--- config.mk ---
export PLATFORM = sky130hd
export DESIGN_NAME = cp_remove
export DESIGN_NICKNAME = d
export VERILOG_FILES = /design/src/rtl/cp_remove_pkg.sv /design/src/rtl/cp_remove_seg_counter.sv /design/src/rtl/cp_remove.sv
export SDC_FILE = /design/constraint.sdc
export NUM_CORES = 1
export LEC_CHECK = 0
export ABC_AREA = 1
export BUFFER_PORTS_ARGS = -buffer_cell sky130_fd_sc_hd__buf_2
export CAP_MARGIN = 20
export CORE_AREA = 4 4 100 102
export CTS_CLUSTER_DIAMETER = 50
export DETAILED_ROUTE_END_ITERATION = 10
export DIE_AREA = 0 0 104 106
export GPL_ROUTABILITY_DRIVEN = 1
export PLACE_DENSITY = 0.5
export SYNTH_ARGS = -nofsm -noshare
export SYNTH_HDL_FRONTEND = slang
export SYNTH_SLANG_ARGS = --single-unit
--- constraint.sdc ---
create_clock -name clk -period 2.8 [get_ports clk]
set_clock_uncertainty 0.05 [all_clocks]
set_input_delay 0 -clock clk [delete_from_list [all_inputs] [get_ports clk]]
set_output_delay 0 -clock clk [all_outputs]
set_load 0.02 [all_outputs]
--- src/rtl/cp_remove_pkg.sv ---
// Shared constants, FSM state encoding and segment-length helper for cp_remove.
package cp_remove_pkg;

  localparam int unsigned DW      = 12;   // sample width per I/Q rail
  localparam int unsigned N_FFT   = 512;  // samples per symbol body
  localparam int unsigned LOG_FFT = 9;    // log2(N_FFT)
  localparam int unsigned N_CP    = 32;   // data-symbol cyclic prefix length
  localparam int unsigned N_PRE   = 8;    // preamble symbols (no CP)
  localparam int unsigned N_DATA  = 6;    // data symbols per packet
  localparam int unsigned CW      = 13;   // sample counter width (holds N_PRE*N_FFT-1)
  localparam int unsigned SW      = 4;    // symbol counter width

  typedef enum logic [2:0] {
    ST_IDLE = 3'd0,
    ST_PRE  = 3'd1,
    ST_CP   = 3'd2,
    ST_BODY = 3'd3,
    ST_TAIL = 3'd4
  } state_t;

  // Terminal count (last sample index) of the segment framed by a given state.
  function automatic logic [CW-1:0] seg_last(input state_t st, input int unsigned backoff);
    case (st)
      ST_PRE:  seg_last = CW'(N_PRE * N_FFT - 1);
      ST_CP:   seg_last = CW'(N_CP - backoff - 1);
      ST_BODY: seg_last = CW'(N_FFT - 1);
      ST_TAIL: seg_last = (backoff == 0) ? '0 : CW'(backoff - 1);
      default: seg_last = '0;
    endcase
  endfunction

endpackage

--- src/rtl/cp_remove_seg_counter.sv ---
// Sample-qualified terminal-count counter.
//  clk, rst    clock, async active-low reset
//  vld         sample qualifier; ld and inc only act on qualified samples
//  inc         advance request (wraps to 0 after reaching last)
//  clr         unconditional synchronous clear (highest priority)
//  ld, ld_val  load a value on a qualified sample
//  last        terminal count for the current segment
//  cnt, tc_c   count and combinational terminal-count flag
module seg_counter #(
  parameter int unsigned W = 13
) (
  input  logic         clk,
  input  logic         rst,
  input  logic         vld,
  input  logic         inc,
  input  logic         clr,
  input  logic         ld,
  input  logic [W-1:0] ld_val,
  input  logic [W-1:0] last,
  output logic [W-1:0] cnt,
  output logic         tc_c
);

  assign tc_c = (cnt == last);

  always_ff @(posedge clk or negedge rst) begin
    if (!rst) begin
      cnt <= '0;
    end else if (clr) begin
      cnt <= '0;
    end else if (vld && ld) begin
      cnt <= ld_val;
    end else if (vld && inc) begin
      cnt <= tc_c ? '0 : cnt + W'(1);
    end
  end

endmodule

--- src/rtl/cp_remove.sv ---
// Cyclic-prefix removal and symbol framing for the CFO-corrected sample stream.
//  clk, rst             clock, async active-low reset
//  di_re/di_im/di_vld   input samples and qualifier
//  pkt_start            first preamble sample marker (qualified by di_vld)
//  do_re/do_im/do_vld   framed output samples (1-cycle latency)
//  do_sos, do_sym_idx   start-of-symbol and symbol index tags
//  do_is_pre            sample belongs to the preamble
//  pkt_done, pkt_abort  end-of-packet and restart pulses
module cp_remove
  import cp_remove_pkg::*;
#(
  parameter int unsigned CP_BACKOFF = 4
) (
  input  logic          clk,
  input  logic          rst,
  input  logic [DW-1:0] di_re,
  input  logic [DW-1:0] di_im,
  input  logic          di_vld,
  input  logic          pkt_start,
  output logic [DW-1:0] do_re,
  output logic [DW-1:0] do_im,
  output logic          do_vld,
  output logic          do_sos,
  output logic [SW-1:0] do_sym_idx,
  output logic          do_is_pre,
  output logic          pkt_done,
  output logic          pkt_abort
);

  localparam logic HAS_TAIL = (CP_BACKOFF != 0);

  state_t        state;
  logic          start;
  logic [CW-1:0] samp_cnt;
  logic          samp_tc;
  logic [SW-1:0] sym_cnt;
  logic          sym_tc;
  logic          idle_clr;
  logic          pre_sym_end;
  logic          body_end;
  logic          emit;

  assign start       = pkt_start && di_vld;
  assign idle_clr    = (state == ST_IDLE) && !start;
  // Preamble symbols are not separately framed; each 512-sample boundary bumps the index.
  assign pre_sym_end = (state == ST_PRE) && (samp_cnt[LOG_FFT-1:0] == LOG_FFT'(N_FFT - 1));
  assign body_end    = (state == ST_BODY) && samp_tc;
  assign emit        = start || (di_vld && ((state == ST_PRE) || (state == ST_BODY)));

  // Position within the current segment; the start sample itself is index 0, so load 1.
  seg_counter #(.W(CW)) u_samp_cnt (
    .clk    (clk),
    .rst    (rst),
    .vld    (di_vld),
    .inc    (state != ST_IDLE),
    .clr    (idle_clr),
    .ld     (pkt_start),
    .ld_val (CW'(1)),
    .last   (seg_last(state, CP_BACKOFF)),
    .cnt    (samp_cnt),
    .tc_c   (samp_tc)
  );

  // Symbol index; wraps to 0 after the last data body, which marks the final TAIL.
  seg_counter #(.W(SW)) u_sym_cnt (
    .clk    (clk),
    .rst    (rst),
    .vld    (di_vld),
    .inc    (pre_sym_end || body_end),
    .clr    (idle_clr),
    .ld     (pkt_start),
    .ld_val ('0),
    .last   (SW'(N_PRE + N_DATA - 1)),
    .cnt    (sym_cnt),
    .tc_c   (sym_tc)
  );

  // Framing FSM and registered outputs.
  always_ff @(posedge clk or negedge rst) begin
    if (!rst) begin
      state      <= ST_IDLE;
      do_re      <= '0;
      do_im      <= '0;
      do_vld     <= 1'b0;
      do_sos     <= 1'b0;
      do_sym_idx <= '0;
      do_is_pre  <= 1'b0;
      pkt_done   <= 1'b0;
      pkt_abort  <= 1'b0;
    end else begin
      do_vld    <= emit;
      do_sos    <= start || (di_vld && (((state == ST_PRE) && (samp_cnt[LOG_FFT-1:0] == '0)) ||
                                        ((state == ST_BODY) && (samp_cnt == '0))));
      pkt_done  <= di_vld && !pkt_start && body_end && sym_tc;
      pkt_abort <= start && (state != ST_IDLE);

      if (emit) begin
        do_re      <= di_re;
        do_im      <= di_im;
        do_sym_idx <= start ? '0 : sym_cnt;
        do_is_pre  <= start || (state == ST_PRE);
      end

      if (start) begin
        state <= ST_PRE;
      end else if (di_vld) begin
        case (state)
          ST_PRE:  if (samp_tc) state <= ST_CP;
          ST_CP:   if (samp_tc) state <= ST_BODY;
          ST_BODY: if (samp_tc) begin
            if (HAS_TAIL)    state <= ST_TAIL;
            else if (sym_tc) state <= ST_IDLE;
            else             state <= ST_CP;
          end
          ST_TAIL: if (samp_tc) state <= (sym_cnt == '0) ? ST_IDLE : ST_CP;
          default: state <= ST_IDLE;
        endcase
      end
    end
  end

endmodule

# Word level (Yosys, flattened, before mapping)
# Index checks and enable logic that the tools add are counted.
[word_totals]
ram_bits = 0
word_cells = 73
output_inout_bits = 33
latchBits = 0
input_bits = 28
rom_bits = 0
memories = 0
regBits = 53
[classes]
n_eq_ne = 11
n_mux = 18
magnitude_cmp = 0
shift = 0
div = 0
add_sub_neg = 2
n_bitwise = 0
mul = 0
reduce_logical = 31
[ops]
columns = ["op", "count"]
rows = [
  ["2-to-1 mux 13 bit", 4],
  ["case mux 12 bit (4 select lines)", 1],
  ["2-to-1 mux 4 bit", 5],
  ["2-to-1 mux 3 bit", 6],
  ["logical AND 1 bit", 14],
  ["adder 13 x 1 -> 13 bit (second input constant)", 1],
  ["== test 13 x 12 -> 1 bit", 1],
  ["zero test 13 bit", 1],
  ["!= test 3 bit (second input constant)", 4],
  ["case mux 3 bit (4 select lines)", 1],
  ["== test 9 bit (second input constant)", 1],
  ["zero test 9 bit", 1],
  ["nonzero test 3 bit", 3],
  ["== test 3 x 2 -> 1 bit (second input constant)", 2],
  ["logical OR 1 bit", 6],
  ["AND reduction 5 bit", 1],
  ["adder 4 x 1 -> 4 bit (second input constant)", 1],
  ["== test 4 bit (second input constant)", 1],
  ["zero test 4 bit", 1],
  ["== test 3 x 1 -> 1 bit (second input constant)", 1],
  ["== test 3 bit (second input constant)", 1],
  ["zero test 3 bit", 1],
  ["zero test 1 bit", 2],
  ["2-to-1 mux 2 bit", 1],
  ["nonzero test 2 bit", 1],
]

# Logic depth before layout (Yosys ltp)
# Gate-level depths: netlist (run 1).
[depth]
ltp_word = 9
mapped_depth = 12
mapped_depth_nobuf = 12

# Modules after synthesis
# A second synthesis (run 1) with hierarchy kept.
[hier_totals]
cells_unflattened = 492
area_unflattened_um2 = 3273.1
[by_module_without_submodules]
columns = ["mod", "n_inst", "seq_area_each_um2", "cells_each", "area_per_inst_um2"]
rows = [
  ["cp_remove", 1, 900.9, 199, 1617.8],
  ["seg_counter (u_samp_cnt)", 1, 325.3, 222, 1282.5],
  ["seg_counter (u_sym_cnt)", 1, 100.1, 71, 372.9],
]

# Worst setup path after synthesis (run 1)
# Ideal clock, no wire load.
[synth_timing]
kind = "reg2reg"
start = "register u_samp_cnt.cnt[0]"
end = "register u_sym_cnt.cnt[3]"
period_less_slack_ps = 1631
setup_time_ps = 117
required_ps = 2633
t_arrival_ps = 1464
stages_incl_launch_ff = 12
n_path_buf = 0
slack_ps = 1169
path_cell_list = "dfrtp_1 -> ha_1 -> nand2_1 -> nor2_2 -> nand3_1 -> nor2_1 -> ha_1 -> nand2_1 -> nand2_4 -> nand2_4 -> nand3_1 -> nand2_1"
[synth_between]
elab_chain_len = 5
elab_cells_between_ends = 7
cone_classes = "2 x eq/ne; 5 x reduce/logical"
[synth_rtl]
columns = ["element", "line", "rtl"]
rows = [
  ["start: declaration", "cp_remove_seg_counter.sv:20", "output logic [W-1:0] cnt,"],
  ["start signal: assignment", "cp_remove_seg_counter.sv:32", "cnt <= ld_val;"],
  ["start signal: assignment", "cp_remove_seg_counter.sv:34", "cnt <= tc_c ? '0 : cnt + W'(1);"],
  ["== test 13 x 12 -> 1 bit or == test 9 bit (tied branches)", "cp_remove_seg_counter.sv:24, cp_remove.sv:46", ""],
  ["logical AND 1 bit, on equally long branches", "cp_remove.sv:47, cp_remove.sv:46", ""],
  ["logical OR 1 bit (*)", "cp_remove.sv:69", ".inc (pre_sym_end || body_end),"],
  ["logical AND 1 bit (*)", "cp_remove_seg_counter.sv:33", "end else if (vld && inc) begin"],
  ["nonzero test 3 bit (no line) (*)", "n/a", ""],
  ["end signal: assignment", "cp_remove_seg_counter.sv:32", ""],
  ["end signal: assignment", "cp_remove_seg_counter.sv:34", ""],
  ["end: declaration", "cp_remove_seg_counter.sv:20", ""],
]
# Every way passes the cells marked *; elsewhere a longest branch is shown, timed or not.
# A chain may end at the register's enable or synchronous reset.

# Final worst setup path (run 1)
[layout_timing]
start = "register u_samp_cnt.cnt[0]"
end = "register u_sym_cnt.cnt[0]"
# The elaborated chain is that of the path after synthesis.

==> results.cfg, run 1 <==
[outcome]
outcome = completed

[clock_network]
cts-root-buf = clkbuf_8
post_cts_resized = 0
numCtsBuffers = 5
cts_setup_buffers = 0
cts_tree = yes
clkSinkCount = 53
cts_hold_buf = 26
clock_latency_ns = 0.30
clk_pin_slew_worst_paths_ns = 0.10
cts_buffer_depth = 2
cts_max_level = 2

[die]
die_area_mm2 = 0.0110
start_util_pct = 29.5
rows = 35
fp.dieW_um = 104
ioPinCount = 61
core_mm2 = 0.00911
die_h_um = 106

[power]
switchingPower_mw = 1.09
vdd_ir_drop_max_v = 0.000277
intPower_mw = 1.48
switching_share_pct = 42.3
clkPwrFrac_pct = 17.9
power_frac_seq_pct = 39.4
powerDensity_mw_per_mm2 = 739
pwr-share-comb_pct = 42.7
total_leakage_power_nw = 1.78

[critical_path]
path_depth = 11
slowest_delay_ns = 0.38
cp.arrival_ns = 1.99
end_kind = register
critPathKind = register to register
cpMaxStageDelayCell = dfrtp_1
crit_top_cell = nand2_1
rr_worst_depth = 11
required_ns = 2.96
cp_max_fo = 4
cp_top_family = simple AND/OR/NAND/NOR gates
cp_num_buf_inv = 0
start_kind = register
r2r_slack_ns = 0.96
crit_chain = ha_1 > nand2_1 > nor2_2 > nand3_1 > nor2_1 > ha_1 > nand2_1 > nand2_4 > nand2_4 > nand3_1 > nand2_1

[place]
globalplace.congestion = 0.852
io_buffers = 60
dpl.hpwl_mm = 4.83

[final_layout]
drive_above_1_share_pct = 25.2
fin_util_pct = 38.1
syn_to_final_growth_pct = 29.3
diodes = 0
fin_nets = 447

[global_route]
overflow = 0
grt_max_degree = 34
grt_pass1_vias = 2366
antenna_found_initial = 0
grt_pass1_wl_mm = 11.5
gr-usage-all-layers_pct = 12.5

[timing]
finalHoldViolations = 0
max_freq_mhz = 545
rsz0062_at_grt = false
drv_slew = 0
setup_tns_ns = 0
max_slew_margin_pct = 50.8
setup_viol = 0
min_period_ns = 1.84
fin_crit_sh_pct = 65.6
worst_slew_pin_slew_ns = 0.738

[detailed_routing]
num_vias = 2378
drt_first_pass_iters = 4
drc = 0
drt-initial-drc-count = 105
wl_per_cell_um = 12.6
routed_wl_mm = 6.67
vias_per_cell = 4.50
antenna_left = 0

[synthesis]
ys_warn_count = 0
synth_fp_nets = 357
syn_area_mm2 = 0.00268
ys_ff_latch = 53
synth-seq-area-share_pct = 49.4
synth.avg_cell_area_um2 = 8.23
syn_inst = 326
synth_cell_types = 32

[worst_hold_path]
hold_path.class = input port to register
min_path_cells = 3

[job]
max_cap_viol_count = 0
## placed cells by master, fill, tap and decap left out, drive strengths merged
master	n
dlygate4sd3	26
xnor2	1
o22ai	7
a21oi	5
o21ai	13
clkinv	2
nor2	29
a21boi	1
nand3	21
nor3	5
inv	31
a211oi	1
a41oi	1
nor4	2
nand4	2
buf	64
a31oi	1
xor2	4
dfrtp	53
clkbuf	6
ha	3
nand2	134
o31ai	5
## cell type report
type | count | area, um^2
clock inverter | 2 | 13.8
inverter | 31 | 116
multi-input combinational | 235 | 1200
clock buffer | 6 | 82.6
timing repair buffer | 90 | 591
sequential | 53 | 1330
fill | 932 | 5640
tap | 111 | 139
## Yosys cell counts (all sizes together)
master  count  area, um^2
o21ai      13        83.8
inv        31         116
nand3      21         128
nand4       2        12.5
dfrtp      53        1330
o22ai       7        43.8
xnor2       1        8.76
buf         2        10.0
xor2        4        35.0
a21boi      1        7.51
a31oi       1        6.26
nor3        5        25.0
clkbuf      5        28.8
nor4        2        12.5
a21oi       5        25.0
nor2       29         164
a211oi      1        7.51
a41oi       1        8.76
o31ai       5        37.5
nand2     134         558
ha          3        37.5
## worst reg2reg max path, stage by stage, from the launching register on
cell and delay (ns):
dfrtp_1 0.38, ha_1 0.20, nand2_1 0.09, nor2_2 0.15, nand3_1 0.15, nor2_1 0.18
ha_1 0.17, nand2_1 0.08, nand2_4 0.10, nand2_4 0.06, nand3_1 0.08, nand2_1 0.05
## state kept, by name (all words and copies together) (netlist names)
name	cells
u_samp_cnt.cnt	13
do_im	12
do_re	12
do_sym_idx	4
u_sym_cnt.cnt	4
state	3
do_is_pre	1
do_sos	1
do_vld	1
pkt_abort	1
pkt_done	1
## metal layers
metal  track usage (%)  part of all wire [%]  vias up
li1                  -                     -     1217
met4              2.28                  0.62        0
met2              20.5                    48       39
met1              17.5                    48     1118
met5                 0                     0        -
met3              2.43                   3.4        4
## path summary, 6_finish.rpt
check | from | end
max | u_samp_cnt.cnt[0]$_DFFE_PN0P_ | u_sym_cnt.cnt[0]$_DFFE_PN0P_
min | di_vld | state[1]$_DFFE_PN0P_
max reg2reg | u_samp_cnt.cnt[0]$_DFFE_PN0P_ | u_sym_cnt.cnt[0]$_DFFE_PN0P_
min reg2reg | do_im[11]$_DFFE_PN0P_ | do_im[11]$_DFFE_PN0P_
max in group asynchronous | rst | u_samp_cnt.cnt[12]$_DFFE_PN0P_
min in group asynchronous | rst | do_re[3]$_DFFE_PN0P_
## cells by family after synthesis
group / after synthesis / share of synthesized area [%]
AOI/OAI and AO/OA: 34 / 8.21
xor gates and xnor gates: 5 / 1.63
adders and majority gates: 3 / 1.40
buffers and inverters: 38 / 5.78
DFF: 53 / 49.4
and+or+nand+nor: 193 / 33.5
## power by group through the flow
stage | Combinational, mW | Sequential [mW] | Clock [mW]
final | 1.09 | 1.01 | 0.459
after detailed placement | 1.08 | 1.02 | 0
after global placement | 1.07 | 1.02 | 0
after floorplan | 0.629 | 1.17 | 0
after global routing | 1.22 | 1.03 | 0.505
after CTS | 1.11 | 1.01 | 0.476
## stage by stage
stage / hold slack [ns] / power, mW / instance area, um^2 / setup slack, ns / std cells
after detailed placement: 0.0722 / 2.10 / 3110 / 0.979 / 494
after CTS: 0.0492 / 2.60 / 3470 / 0.955 / 528
after floorplan: -0.346 / 1.79 / 2680 / 1.17 / 326
final: 0.0571 / 2.56 / 3470 / 0.964 / 528
after global routing: 0.0760 / 2.76 / 3470 / 0.775 / 528
after global placement: 0.0655 / 2.10 / 3110 / 1.02 / 494
(Power assumes the default switching activity.)
==> run 2: changes to the inputs <==
==> constraint.sdc (replaced) <==
create_clock -name clk -period 1.8 [get_ports clk]
set_clock_uncertainty 0.05 [all_clocks]
set_input_delay 0 -clock clk [delete_from_list [all_inputs] [get_ports clk]]
set_output_delay 0 -clock clk [all_outputs]
set_load 0.02 [all_outputs]
==> results.cfg, run 2 (synthesis gave the netlist of run 1 again) <==
[detailed_routing]
antenna_left = 0
wl_per_cell_um = 12.6
vias_per_cell = 4.46
num_vias = 2396
drt_first_pass_iters = 4
routed_wl_mm = 6.76
drc = 0
drt-initial-drc-count = 93

[critical_path]
end_kind = register
slowest_delay_ns = 0.38
cp.arrival_ns = 1.91
start_kind = register
crit_chain = ha_2 > nand2_2 > nor2_4 > nand3_2 > nor2_2 > ha_1 > nand2_2 > nand2_4 > nand2_4 > nand3_1 > nand2_1
critPathKind = register to register
required_ns = 1.96
cp_max_fo = 4
cpMaxStageDelayCell = dfrtp_1

[power]
power_mw = 4.16
vdd_ir_drop_max_v = 0.000398
total_leakage_power_nw = 1.83
powerDensity_mw_per_mm2 = 1160

[clock_network]
clk_pin_slew_worst_paths_ns = 0.10
numCtsBuffers = 5
cts_tree = yes
cts-root-buf = clkbuf_8
cts_max_level = 2
clock_latency_ns = 0.31
clkSinkCount = 53
cts_buffer_depth = 2

[timing]
rsz0062_at_grt = true
max_freq_mhz = 573
setup_viol = 0
max_slew_margin_pct = 62.7
worst_slew_pin_slew_ns = 0.560
min_period_ns = 1.75
drv_slew = 0
fin_crit_sh_pct = 97.0
finalHoldViolations = 0

[global_route]
grt_pass1_vias = 2493
overflow = 0
grt_max_degree = 27
grt_pass1_wl_mm = 11.6
gr-usage-all-layers_pct = 12.6
antenna_found_initial = 0

[final_layout]
drive_above_1_share_pct = 28.2
largest_register = u_samp_cnt.cnt
largest_reg_flops = 13
stdcell_count = 537
fin_util_pct = 39.3
multi_input_area_mm2 = 0.00123
syn_to_final_growth_pct = 33.4
mostFrequentLayoutCells = 120 x nand2_1, 60 x buf_2, 52 x dfrtp_1
nFillCells = 914
fin_nets = 456
final_common_cell = nand2_1
diodes = 0
seq_area_mm2 = 0.00133
biggestRegsByFlops = u_samp_cnt.cnt x13, do_im x12, do_re x12

[die]
start_util_pct = 29.5
fp.dieW_um = 104
die_area_mm2 = 0.0110
core_mm2 = 0.00911
die_h_um = 106
ioPinCount = 61
rows = 35

[job]
max_cap_viol_count = 0

[place]
io_buffers = 60
globalplace.congestion = 0.788
dpl.hpwl_mm = 5.01
place_inst = 499

[worst_hold_path]
hold_path.class = input port to register

[outcome]
outcome = completed
==> run 2: cell types whose count changed in the layout (fill, tap and decap cells not counted), sizes merged <==
cell,delta
inv,+1
clkinv,-1
bufinv,+1
buf,+9
clkbuf,-1
==> run 2: stage by stage <==
step / TNS (ns) / area, um^2 / setup WS, ns / hold WS, ns
after global placement: 0 / 3150 / 0.0855 / -0.0155
after CTS: 0 / 3530 / 0.0197 / 0.0323
final: 0 / 3580 / 0.0539 / 0.0469
after floorplan: 0 / 2680 / 0.169 / -0.346
after detailed placement: 0 / 3150 / 0.00108 / -0.0144
after global routing: -0.249 / 3580 / -0.0748 / 0.0591
==> run 2: final timing paths <==
check	start	end	slack, ns	cells after the start
worst max-delay path	u_samp_cnt.cnt[0]$_DFFE_PN0P_	u_sym_cnt.cnt[3]$_DFFE_PN0P_	0.05	11
min in group asynchronous	rst	do_re[5]$_DFFE_PN0P_	0.15	2
worst min-delay path	di_vld	state[1]$_DFFE_PN0P_	0.05	3
worst max register to register	u_samp_cnt.cnt[0]$_DFFE_PN0P_	u_sym_cnt.cnt[3]$_DFFE_PN0P_	0.05	11
worst min register to register	do_re[0]$_DFFE_PN0P_	do_re[0]$_DFFE_PN0P_	0.43	2
max in group asynchronous	rst	do_im[7]$_DFFE_PN0P_	0.92	3
==> run 2: worst max-delay path, delay by kind of cell (launching register included) <==
family	cells	cell delay, ns
flip-flops	1	0.38
adder cells (fa/ha/maj)	2	0.39
AND/OR/NAND/NOR	9	0.83
==> run 2: cell type report <==
class                           instances  area share [%]
Multi-Input combinational cell        235            34.3
Clock inverter                          3            1.22
Timing Repair Buffer                   99            18.4
Tap cell                              111            3.88
Clock buffer                            5            1.92
Sequential cell                        53            37.1
Inverter                               31            3.25
==> run 2: timing repair <==
item / 4_1_cts / 5_1_grt
hold buffers: 26 / 0
endpoints found under the hold margin: 48 / 0
pin swaps: 1 / 3
setup buffers: 1 / 3
setup endpoints to repair: 3 / 14
resized for setup: 0 / 8
==> run 2: where the power goes <==
part	internal [mW]	switching [mW]
clock network	0.417	0.409
logic	0.606	1.15
registers	1.42	0.155
total	2.45	1.71
==> run 2: layer usage <==
| layer | vias up | routed length (um) | global-route usage [%] |
|---|---|---|---|
| li1 | 1232 | - | - |
| met1 | 1116 | 3200 | 16.5 |
| met2 | 39 | 3200 | 21.4 |
| met3 | 9 | 296 | 2.73 |
| met4 | 0 | 68 | 3.13 |
| met5 | - | 0 | 0 |
